### src/rtl/spi_slave_frame_ctrl_if.sv
// SPI pins and RAM-side handshake of the SPI slave frame controller.
// The slave modport is the controller; the master modport is the SPI host / RAM side.
interface spi_slave_frame_ctrl_if #(
  parameter int unsigned DATA_W = 8
);
  logic              SS_n;
  logic              MOSI;
  logic              tx_valid;
  logic [DATA_W-1:0] tx_data;
  logic              MISO;
  logic              rx_valid;
  logic [DATA_W+1:0] rx_data;
  logic              addr_pending;
  logic              frame_err;
  logic              busy;

  modport slave (
    input  SS_n, MOSI, tx_valid, tx_data,
    output MISO, rx_valid, rx_data, addr_pending, frame_err, busy
  );

  modport master (
    output SS_n, MOSI, tx_valid, tx_data,
    input  MISO, rx_valid, rx_data, addr_pending, frame_err, busy
  );
endinterface

### src/rtl/spi_slave_frame_ctrl.sv
// SPI slave frame controller: deserialises {cmd, payload} frames from MOSI and,
// after a read-data frame, serialises RAM read data onto MISO with a bounded wait.
module spi_slave_frame_ctrl #(
  parameter int unsigned DATA_W      = 8,
  parameter int unsigned LSB_FIRST   = 0,
  parameter int unsigned TX_WAIT_MAX = 16
) (
  input logic                    clk,
  input logic                    rst,
  spi_slave_frame_ctrl_if.slave  bus
);

  localparam int unsigned FRAME_W = DATA_W + 2;
  localparam int unsigned BCNT_W  = $clog2(FRAME_W + 1);
  localparam int unsigned WCNT_W  = $clog2(TX_WAIT_MAX + 1);
  localparam int unsigned TCNT_W  = $clog2(DATA_W + 1);

  typedef enum logic [2:0] {
    IDLE,
    CHK_CMD,
    WRITE,
    READ_ADD,
    READ_DATA,
    TX_WAIT,
    TX_SHIFT
  } state_t;

  state_t               state, state_n;
  logic [BCNT_W-1:0]    bit_cnt, bit_cnt_n;
  logic [FRAME_W-1:0]   shift_reg, shift_n;
  logic [WCNT_W-1:0]    wait_cnt, wait_cnt_n;
  logic [DATA_W-1:0]    tx_sh, tx_sh_n;
  logic [TCNT_W-1:0]    tx_cnt, tx_cnt_n;
  logic                 miso, miso_n;
  logic                 rx_valid, rx_valid_n;
  logic [FRAME_W-1:0]   rx_data, rx_data_n;
  logic                 addr_pend, addr_pend_n;
  logic                 frame_err, frame_err_n;
  logic                 busy, busy_n;

  logic [FRAME_W-1:0]   frame_c;
  logic [1:0]           cmd_c;
  logic                 legal_c;

  // State and output registers
  always_ff @(posedge clk) begin
    if (rst) begin
      state     <= IDLE;
      bit_cnt   <= '0;
      shift_reg <= '0;
      wait_cnt  <= '0;
      tx_sh     <= '0;
      tx_cnt    <= '0;
      miso      <= 1'b0;
      rx_valid  <= 1'b0;
      rx_data   <= '0;
      addr_pend <= 1'b0;
      frame_err <= 1'b0;
      busy      <= 1'b0;
    end else begin
      state     <= state_n;
      bit_cnt   <= bit_cnt_n;
      shift_reg <= shift_n;
      wait_cnt  <= wait_cnt_n;
      tx_sh     <= tx_sh_n;
      tx_cnt    <= tx_cnt_n;
      miso      <= miso_n;
      rx_valid  <= rx_valid_n;
      rx_data   <= rx_data_n;
      addr_pend <= addr_pend_n;
      frame_err <= frame_err_n;
      busy      <= busy_n;
    end
  end

  // Next-state and next-output logic
  always_comb begin
    state_n     = state;
    bit_cnt_n   = bit_cnt;
    shift_n     = shift_reg;
    wait_cnt_n  = wait_cnt;
    tx_sh_n     = tx_sh;
    tx_cnt_n    = tx_cnt;
    miso_n      = 1'b0;
    rx_valid_n  = 1'b0;
    rx_data_n   = rx_data;
    addr_pend_n = addr_pend;
    frame_err_n = 1'b0;

    frame_c = {shift_reg[FRAME_W-2:0], bus.MOSI};
    cmd_c   = frame_c[FRAME_W-1 -: 2];
    legal_c = ((state == WRITE)     && !cmd_c[1])       ||
              ((state == READ_ADD)  && (cmd_c == 2'b10)) ||
              ((state == READ_DATA) && (cmd_c == 2'b11));

    if (state == IDLE) begin
      if (!bus.SS_n) begin
        state_n    = CHK_CMD;
        bit_cnt_n  = '0;
        shift_n    = '0;
        wait_cnt_n = '0;
        tx_cnt_n   = '0;
      end
    end else if (bus.SS_n) begin
      // Deselect: an error only if the frame or the MISO transfer was cut short
      state_n = IDLE;
      if (state inside {CHK_CMD, WRITE, READ_ADD, READ_DATA})
        frame_err_n = (bit_cnt != BCNT_W'(FRAME_W));
      else if (state == TX_SHIFT)
        frame_err_n = (tx_cnt != TCNT_W'(DATA_W));
    end else begin
      case (state)
        CHK_CMD: begin
          shift_n   = frame_c;
          bit_cnt_n = BCNT_W'(1);
          if (!bus.MOSI)     state_n = WRITE;
          else if (addr_pend) state_n = READ_DATA;
          else               state_n = READ_ADD;
        end
        WRITE, READ_ADD, READ_DATA: begin
          // A completed frame parks here with bit_cnt == FRAME_W, ignoring MOSI
          if (bit_cnt != BCNT_W'(FRAME_W)) begin
            shift_n   = frame_c;
            bit_cnt_n = bit_cnt + BCNT_W'(1);
            if (bit_cnt == BCNT_W'(FRAME_W - 1)) begin
              if (legal_c) begin
                rx_data_n  = frame_c;
                rx_valid_n = 1'b1;
                if (state == READ_ADD) addr_pend_n = 1'b1;
                if (state == READ_DATA) begin
                  addr_pend_n = 1'b0;
                  state_n     = TX_WAIT;
                  wait_cnt_n  = '0;
                end
              end else begin
                frame_err_n = 1'b1;
              end
            end
          end
        end
        TX_WAIT: begin
          // wait_cnt == TX_WAIT_MAX marks an expired wait; MISO then stays low
          if (wait_cnt != WCNT_W'(TX_WAIT_MAX)) begin
            if (bus.tx_valid) begin
              state_n  = TX_SHIFT;
              tx_cnt_n = TCNT_W'(1);
              if (LSB_FIRST != 0) begin
                miso_n  = bus.tx_data[0];
                tx_sh_n = bus.tx_data >> 1;
              end else begin
                miso_n  = bus.tx_data[DATA_W-1];
                tx_sh_n = bus.tx_data << 1;
              end
            end else begin
              wait_cnt_n = wait_cnt + WCNT_W'(1);
              if (wait_cnt == WCNT_W'(TX_WAIT_MAX - 1)) frame_err_n = 1'b1;
            end
          end
        end
        TX_SHIFT: begin
          if (tx_cnt != TCNT_W'(DATA_W)) begin
            tx_cnt_n = tx_cnt + TCNT_W'(1);
            if (LSB_FIRST != 0) begin
              miso_n  = tx_sh[0];
              tx_sh_n = tx_sh >> 1;
            end else begin
              miso_n  = tx_sh[DATA_W-1];
              tx_sh_n = tx_sh << 1;
            end
          end
        end
        default: ;
      endcase
    end

    busy_n = (state_n != IDLE);
  end

  assign bus.MISO         = miso;
  assign bus.rx_valid     = rx_valid;
  assign bus.rx_data      = rx_data;
  assign bus.addr_pending = addr_pend;
  assign bus.frame_err    = frame_err;
  assign bus.busy         = busy;

endmodule

### src/flat_wrapper.sv
// flat-port wrapper written by rule: the top's interface ports become plain ports
module spi_slave_frame_ctrl_flat 
#(
  parameter int unsigned DATA_W      = 8,
  parameter int unsigned LSB_FIRST   = 0,
  parameter int unsigned TX_WAIT_MAX = 16
)
  (clk, rst, bus_SS_n, bus_MOSI, bus_tx_valid, bus_tx_data, bus_MISO, bus_rx_valid, bus_rx_data, bus_addr_pending, bus_frame_err, bus_busy);
  spi_slave_frame_ctrl_if #(.DATA_W(DATA_W)) bus_i ();
  input logic clk;
  input logic rst;
  input wire logic [$bits(bus_i.SS_n)-1:0] bus_SS_n;
  input wire logic [$bits(bus_i.MOSI)-1:0] bus_MOSI;
  input wire logic [$bits(bus_i.tx_valid)-1:0] bus_tx_valid;
  input wire logic [$bits(bus_i.tx_data)-1:0] bus_tx_data;
  output wire logic [$bits(bus_i.MISO)-1:0] bus_MISO;
  output wire logic [$bits(bus_i.rx_valid)-1:0] bus_rx_valid;
  output wire logic [$bits(bus_i.rx_data)-1:0] bus_rx_data;
  output wire logic [$bits(bus_i.addr_pending)-1:0] bus_addr_pending;
  output wire logic [$bits(bus_i.frame_err)-1:0] bus_frame_err;
  output wire logic [$bits(bus_i.busy)-1:0] bus_busy;
  assign bus_i.SS_n = bus_SS_n;
  assign bus_i.MOSI = bus_MOSI;
  assign bus_i.tx_valid = bus_tx_valid;
  assign bus_i.tx_data = bus_tx_data;
  assign bus_MISO = bus_i.MISO;
  assign bus_rx_valid = bus_i.rx_valid;
  assign bus_rx_data = bus_i.rx_data;
  assign bus_addr_pending = bus_i.addr_pending;
  assign bus_frame_err = bus_i.frame_err;
  assign bus_busy = bus_i.busy;
  spi_slave_frame_ctrl #(.DATA_W(DATA_W), .LSB_FIRST(LSB_FIRST), .TX_WAIT_MAX(TX_WAIT_MAX)) u_core (.clk(clk), .rst(rst), .bus(bus_i));
endmodule
### config.mk
export PLATFORM = sky130hd
export DESIGN_NAME = spi_slave_frame_ctrl_flat
export DESIGN_NICKNAME = d
export VERILOG_FILES = /design/src/rtl/spi_slave_frame_ctrl_if.sv /design/src/rtl/spi_slave_frame_ctrl.sv /design/src/flat_wrapper.sv
export SDC_FILE = /design/constraint.sdc
export NUM_CORES = 1
export LEC_CHECK = 0
export BUFFER_PORTS_ARGS = -buffer_cell sky130_fd_sc_hd__buf_2
export CORE_UTILIZATION = 40
export DETAILED_ROUTE_END_ITERATION = 10
export GPL_ROUTABILITY_DRIVEN = 0
export GPL_TIMING_DRIVEN = 0
export PLACE_DENSITY = 0.62
export SLEW_MARGIN = 25
export SYNTH_ARGS = -nofsm -noshare
export SYNTH_HDL_FRONTEND = slang
export SYNTH_SLANG_ARGS = --single-unit
### constraint.sdc
create_clock -name clk -period 2.1 [get_ports clk]
set_clock_uncertainty 0.05 [all_clocks]
set_input_delay 0.105 -clock clk [delete_from_list [all_inputs] [get_ports clk]]
set_output_delay 0.105 -clock clk [all_outputs]
set_load 0.005 [all_outputs]
Word level (Yosys, flattened, before mapping)
Index checks and enable logic that the tools add are counted.
Widths: inputs -> output; s select.
{"block": "classes", "n_addsub": 3, "eq_ne": 24, "mux": 59, "n_bitwise": 5, "reduce_logical": 24}
{"op": "$mux 5", "count": 9}
{"op": "$mux 4", "count": 9}
{"op": "$mux 9", "count": 4}
{"op": "$mux 3", "count": 11}
{"op": "$mux 8", "count": 3}
{"op": "$pmux 9 s2", "count": 1}
{"op": "$pmux 4 s2", "count": 2}
{"op": "$pmux 8 s2", "count": 1}
{"op": "$mux 1", "count": 15}
{"op": "$ne 3x1->1 const B", "count": 5}
{"op": "$reduce_and 6->1", "count": 2}
{"op": "$reduce_bool 3->1", "count": 4}
{"op": "$pmux 5 s2", "count": 1}
{"op": "$eq 3x3->1 const B", "count": 3}
{"op": "$ne 3x2->1 const B", "count": 3}
{"op": "$pmux 3 s3", "count": 1}
{"op": "$add 4x1->4 const B", "count": 2}
{"op": "$ne 4x4->1 const B", "count": 2}
{"op": "$reduce_and 8->1", "count": 1}
{"op": "$reduce_and 7->1", "count": 1}
{"op": "$eq 3x2->1 const B", "count": 2}
{"op": "$reduce_or 3->1", "count": 2}
{"op": "$reduce_or 6->1", "count": 1}
{"op": "$add 5x1->5 const B", "count": 1}
{"op": "18 further kinds", "count": 29}
{"block": "totals", "regBits": 48, "in_bits": 13, "output_inout_bits": 15, "elab_cells": 127}

Longest topological paths before layout
{"block": "depth", "depth_word": 11, "mapped_depth": 8, "mapped_depth_nobuf": 7}

Worst setup path after synthesis
Ideal clock, no wire load.
{"block": "synth_timing", "path_type": "register to register", "start": "register u_core.bit_cnt[0]", "end": "register u_core.wait_cnt[4]", "setup_time_ns": 0.070, "arrival_ns": 1.720, "t_required_ns": 1.980, "setup_slack_ns": 0.260, "path_stages_with_launch": 8, "n_path_buf": 0, "period_less_slack_ns": 1.840, "path_cell_list": "dfxtp_1 > inv_1 > ha_1 > and4bb_1 > o21a_1 > a21oi_1 > or4_1 > a21oi_1"}
{"block": "synth_via", "elab_chain_cells": 3, "word_cells_on_any_way": 5, "classes_between": "eq/ne: 4; reduce/logical: 1"}
{"item": "from (decl)", "line_no": "spi_slave_frame_ctrl.sv:29", "text": "logic [BCNT_W-1:0] bit_cnt, bit_cnt_n;"}
{"item": "from (signal assigned)", "line_no": "spi_slave_frame_ctrl.sv:62", "text": "bit_cnt <= bit_cnt_n;"}
{"item": "$ne 4x4->1 / $eq 4x4->1 (equally long branches)", "line_no": "spi_slave_frame_ctrl.sv:122, spi_slave_frame_ctrl.sv:125"}
{"item": "$ne 3x1->1 (no line)"}
{"item": "$reduce_and 8->1 (no line) (*)"}
{"item": "to (signal assigned)", "line_no": "spi_slave_frame_ctrl.sv:64", "text": "wait_cnt <= wait_cnt_n;"}
{"item": "to (decl)", "line_no": "spi_slave_frame_ctrl.sv:31", "text": "logic [WCNT_W-1:0] wait_cnt, wait_cnt_n;"}
Every way passes the cells marked *; elsewhere a longest branch is shown, timed or not.
A chain may end at the register's enable or synchronous reset.

Final worst setup path
Ends and elaborated chain as after synthesis.

==> impl_metrics.yaml <==
status:
  run_status: "completed"
global_route:
  grt_max_degree: 17
  grt_antenna_before_repair: 0
  grt_first_pass_wirelength_microns: 9520
  gr-usage-all-layers_pct: 19.6
  first_global_vias: 2013
  gr-total-overflow: 0
synthesis:
  synth_cell_types: 55
  cell_types_with_the_highest_counts_after_synthesis: "47 x sky130_fd_sc_hd__dfxtp_1, 34 x sky130_fd_sc_hd__nor2_1, 30 x sky130_fd_sc_hd__nand2_1"
  yosys.area.top_type: "sky130_fd_sc_hd__dfxtp_1"
  synthesized_net_count: 302
  seq_area_frac_synth_pct: 39.9
  share_of_flip_flops_with_an_asynchronous_set_or_reset_after_synthesis_pct: 0
  synthTopCellsByArea: "sky130_fd_sc_hd__dfxtp_1 40%, sky130_fd_sc_hd__a21oi_1 5.5%, sky130_fd_sc_hd__nor2_1 5.4%"
  synth_top_cell_area_share_pct: 39.9
  yosys_register_bits: 47
  yosys_warnings: 0
  post-synth-top-count-cell: "sky130_fd_sc_hd__dfxtp_1"
  syn-mean-instance-area_sq_um: 8.39
  synth_flop_cell: "sky130_fd_sc_hd__dfxtp_1"
  number_of_enable_type_register_cells_in_the_synthesized_netlist: 0
  syn-instance-count: 281
  synthesis.area_sq_um: 2360
final_layout:
  num_antenna_cells: 0
  design_area_sq_um: 2740
  drive_gt1_share_pct: 16.9
  layout.core_utilization_pct: 48.8
  fillCellCount: 566
  area_delta_synth_final_pct: 16.1
  largest_reg_flops: 10
  numnets_final: 339
worst_setup_path:
  critPathMaxFanout: 7
  worstPathRequired_ns: 2.28
  crit_path_start_kind: "flip-flop"
  worstSetupEndpointType: "flip-flop"
  critPathArrivalTime_ns: 2.17
  worstSetupPathType: "flip-flop to flip-flop"
drt:
  wire_per_inst_microns: 14.3
  vias_per_cell: 5.43
  routed_wirelength_microns: 5570
  drt_iter0_drc: 139
  drt_drc_violations_left: 0
  vias: 2123
  ant_nets: 0
  drt_pre_antenna_iters: 4
timing:
  maxSlewHeadroom_pct: 58.8
  setup-tns-final_ns: 0
  setup_violations: 0
  post-route-min-period_ns: 1.99
  final_hold_viol_count: 0
  max_slew.worst_pin.slew_ns: 0.618
  final-max-slew-violation-count: 0
  final.period_utilization_pct: 94.9
  fmaxAchievable_mhz: 502
clocking:
  clkLatencyLatePin_ns: 0.31
  total_clock_buffers_created_by_cts: 5
  path_clk_slew_ns: 0.10
  cts.htree.levels: 2
  max-clock-path-buffers: 2
  cts_tree: "done"
  cts_root_buffer: "sky130_fd_sc_hd__clkbuf_8"
  total_clock_sinks: 47
power:
  power.leakage_uw: 0.00110
  cell_internal_pwr_uw: 1300
  seq_power_share_pct: 52.0
  power.share.clock_pct: 40.8
  power_density_nw_per_um2: 633
  power.switching_fraction_pct: 25.1
  max-vdd-ir-drop_v: 0.000304
  power.switching_uw: 436
  comb_power_share_pct: 7.2
floorplanning:
  io_pins: 28
  die_h_microns: 78.8
  placeable_core_region_sq_um: 5610
  die-area_sq_um: 6210
  placement_rows: 27
  initial_utilization_pct: 42.1
  die_w_microns: 78.8
min_path:
  holdCritPathClass: "input port to flip-flop"
place:
  dpl.hpwl_microns: 3800
  detailed_place.area_sq_um: 2570
  port_buffers: 25
run:
  max_cap_violations: 0
-- layout by cell type (no fill, tap or decap), drive strengths merged, types with 2 or more instances in the layout --
| cell type | count |
|---|---|
| a21oi | 26 |
| a311oi | 8 |
| a31oi | 2 |
| a32oi | 2 |
| a41oi | 2 |
| and3 | 3 |
| buf | 37 |
| clkbuf | 16 |
| dfxtp | 47 |
| dlygate4sd3 | 2 |
| ha | 8 |
| inv | 9 |
| mux2i | 9 |
| nand2 | 30 |
| nand2b | 4 |
| nand3 | 15 |
| nand3b | 5 |
| nand4 | 2 |
| nand4bb | 2 |
| nor2 | 34 |
| nor2b | 3 |
| nor3 | 10 |
| nor3b | 2 |
| nor4 | 2 |
| nor4bb | 2 |
| o211ai | 2 |
| o21a | 4 |
| o21ai | 6 |
| o31ai | 2 |
| or2 | 3 |
| or3 | 2 |
| xor2 | 2 |
-- stage by stage --
stage | setup slack [ns] | total power, uW | hold WS, ns | cells
after floorplan | 0.260 | 1000 | 0.199 | 281
after global placement | 0.0607 | 1040 | 0.327 | 378
after detailed placement | 0.0144 | 1040 | 0.310 | 378
after CTS | 0.0185 | 1730 | 0.00184 | 388
after global routing | -0.00921 | 1790 | 0.0168 | 391
final | 0.107 | 1730 | 0.00590 | 391
-- worst paths after layout --
check	to	cells past startpoint	slack, ns	start
setup reg to reg	u_core.wait_cnt[4]	7	0.11	u_core.bit_cnt[0]
hold / removal	u_core.tx_sh[3]	3	0.006	bus_tx_data[2]
setup / recovery	u_core.wait_cnt[4]	7	0.11	u_core.bit_cnt[0]
hold reg to reg	u_core.shift_reg[5]	2	0.43	u_core.shift_reg[5]
-- metal layers --
metal / vias up / share of wire, % / global-route usage (%)
li1: 1078 / - / -
met4: 0 / 1.9 / 8.70
met3: 11 / 4.2 / 3.68
met2: 52 / 45 / 31.4
met5: - / 0 / 0
met1: 982 / 49 / 25.6
-- worst max-delay path, cell delays in order, from the launching register on --
cell and delay (ns):
sky130_fd_sc_hd__dfxtp_4 0.38, sky130_fd_sc_hd__inv_1 0.05, sky130_fd_sc_hd__ha_1 0.21, sky130_fd_sc_hd__and4bb_1 0.31, sky130_fd_sc_hd__o21a_1 0.15, sky130_fd_sc_hd__a21oi_2 0.10
sky130_fd_sc_hd__or4_1 0.48, sky130_fd_sc_hd__a21oi_1 0.17
-- power groups by stage --
stage	Combinational (uW)	Clock [uW]	Sequential, uW
after floorplan	80.2	0	921
after global placement	119	0	921
after detailed placement	120	0	922
after CTS	123	711	901
after global routing	139	744	902
final	125	707	900
-- what timing repair did --
item / 4_1_cts / 5_1_grt
hold buffers: 2 / 0
gates resized for setup: 1 / 2
pin swaps: 0 / 2
buffers inserted: 0 / 3
endpoints found under the hold margin: 2 / 0
setup endpoints to repair: 1 / 3
-- layout make-up --
type	count	area, sq um	share of cell area, %
Multi-Input combinational cell	206	1290	47.1
Sequential cell	47	945	34.5
Timing Repair Buffer	30	168	6.12
Buffer	20	100	3.65
Tap cell	72	90.1	3.29
Clock buffer	5	68.8	2.51
Clock inverter	3	46.3	1.69
Inverter	8	30.0	1.10
-- logic make-up after synthesis --
logic type	synth area share [%]
simple gates	27.2
buf+inv	5.52
xor+xnor	0.743
fa+ha+maj	4.24
mux	3.82
flops	39.9
compound gates	18.6
No activity file was read; power rests on OpenSTA's default activity.
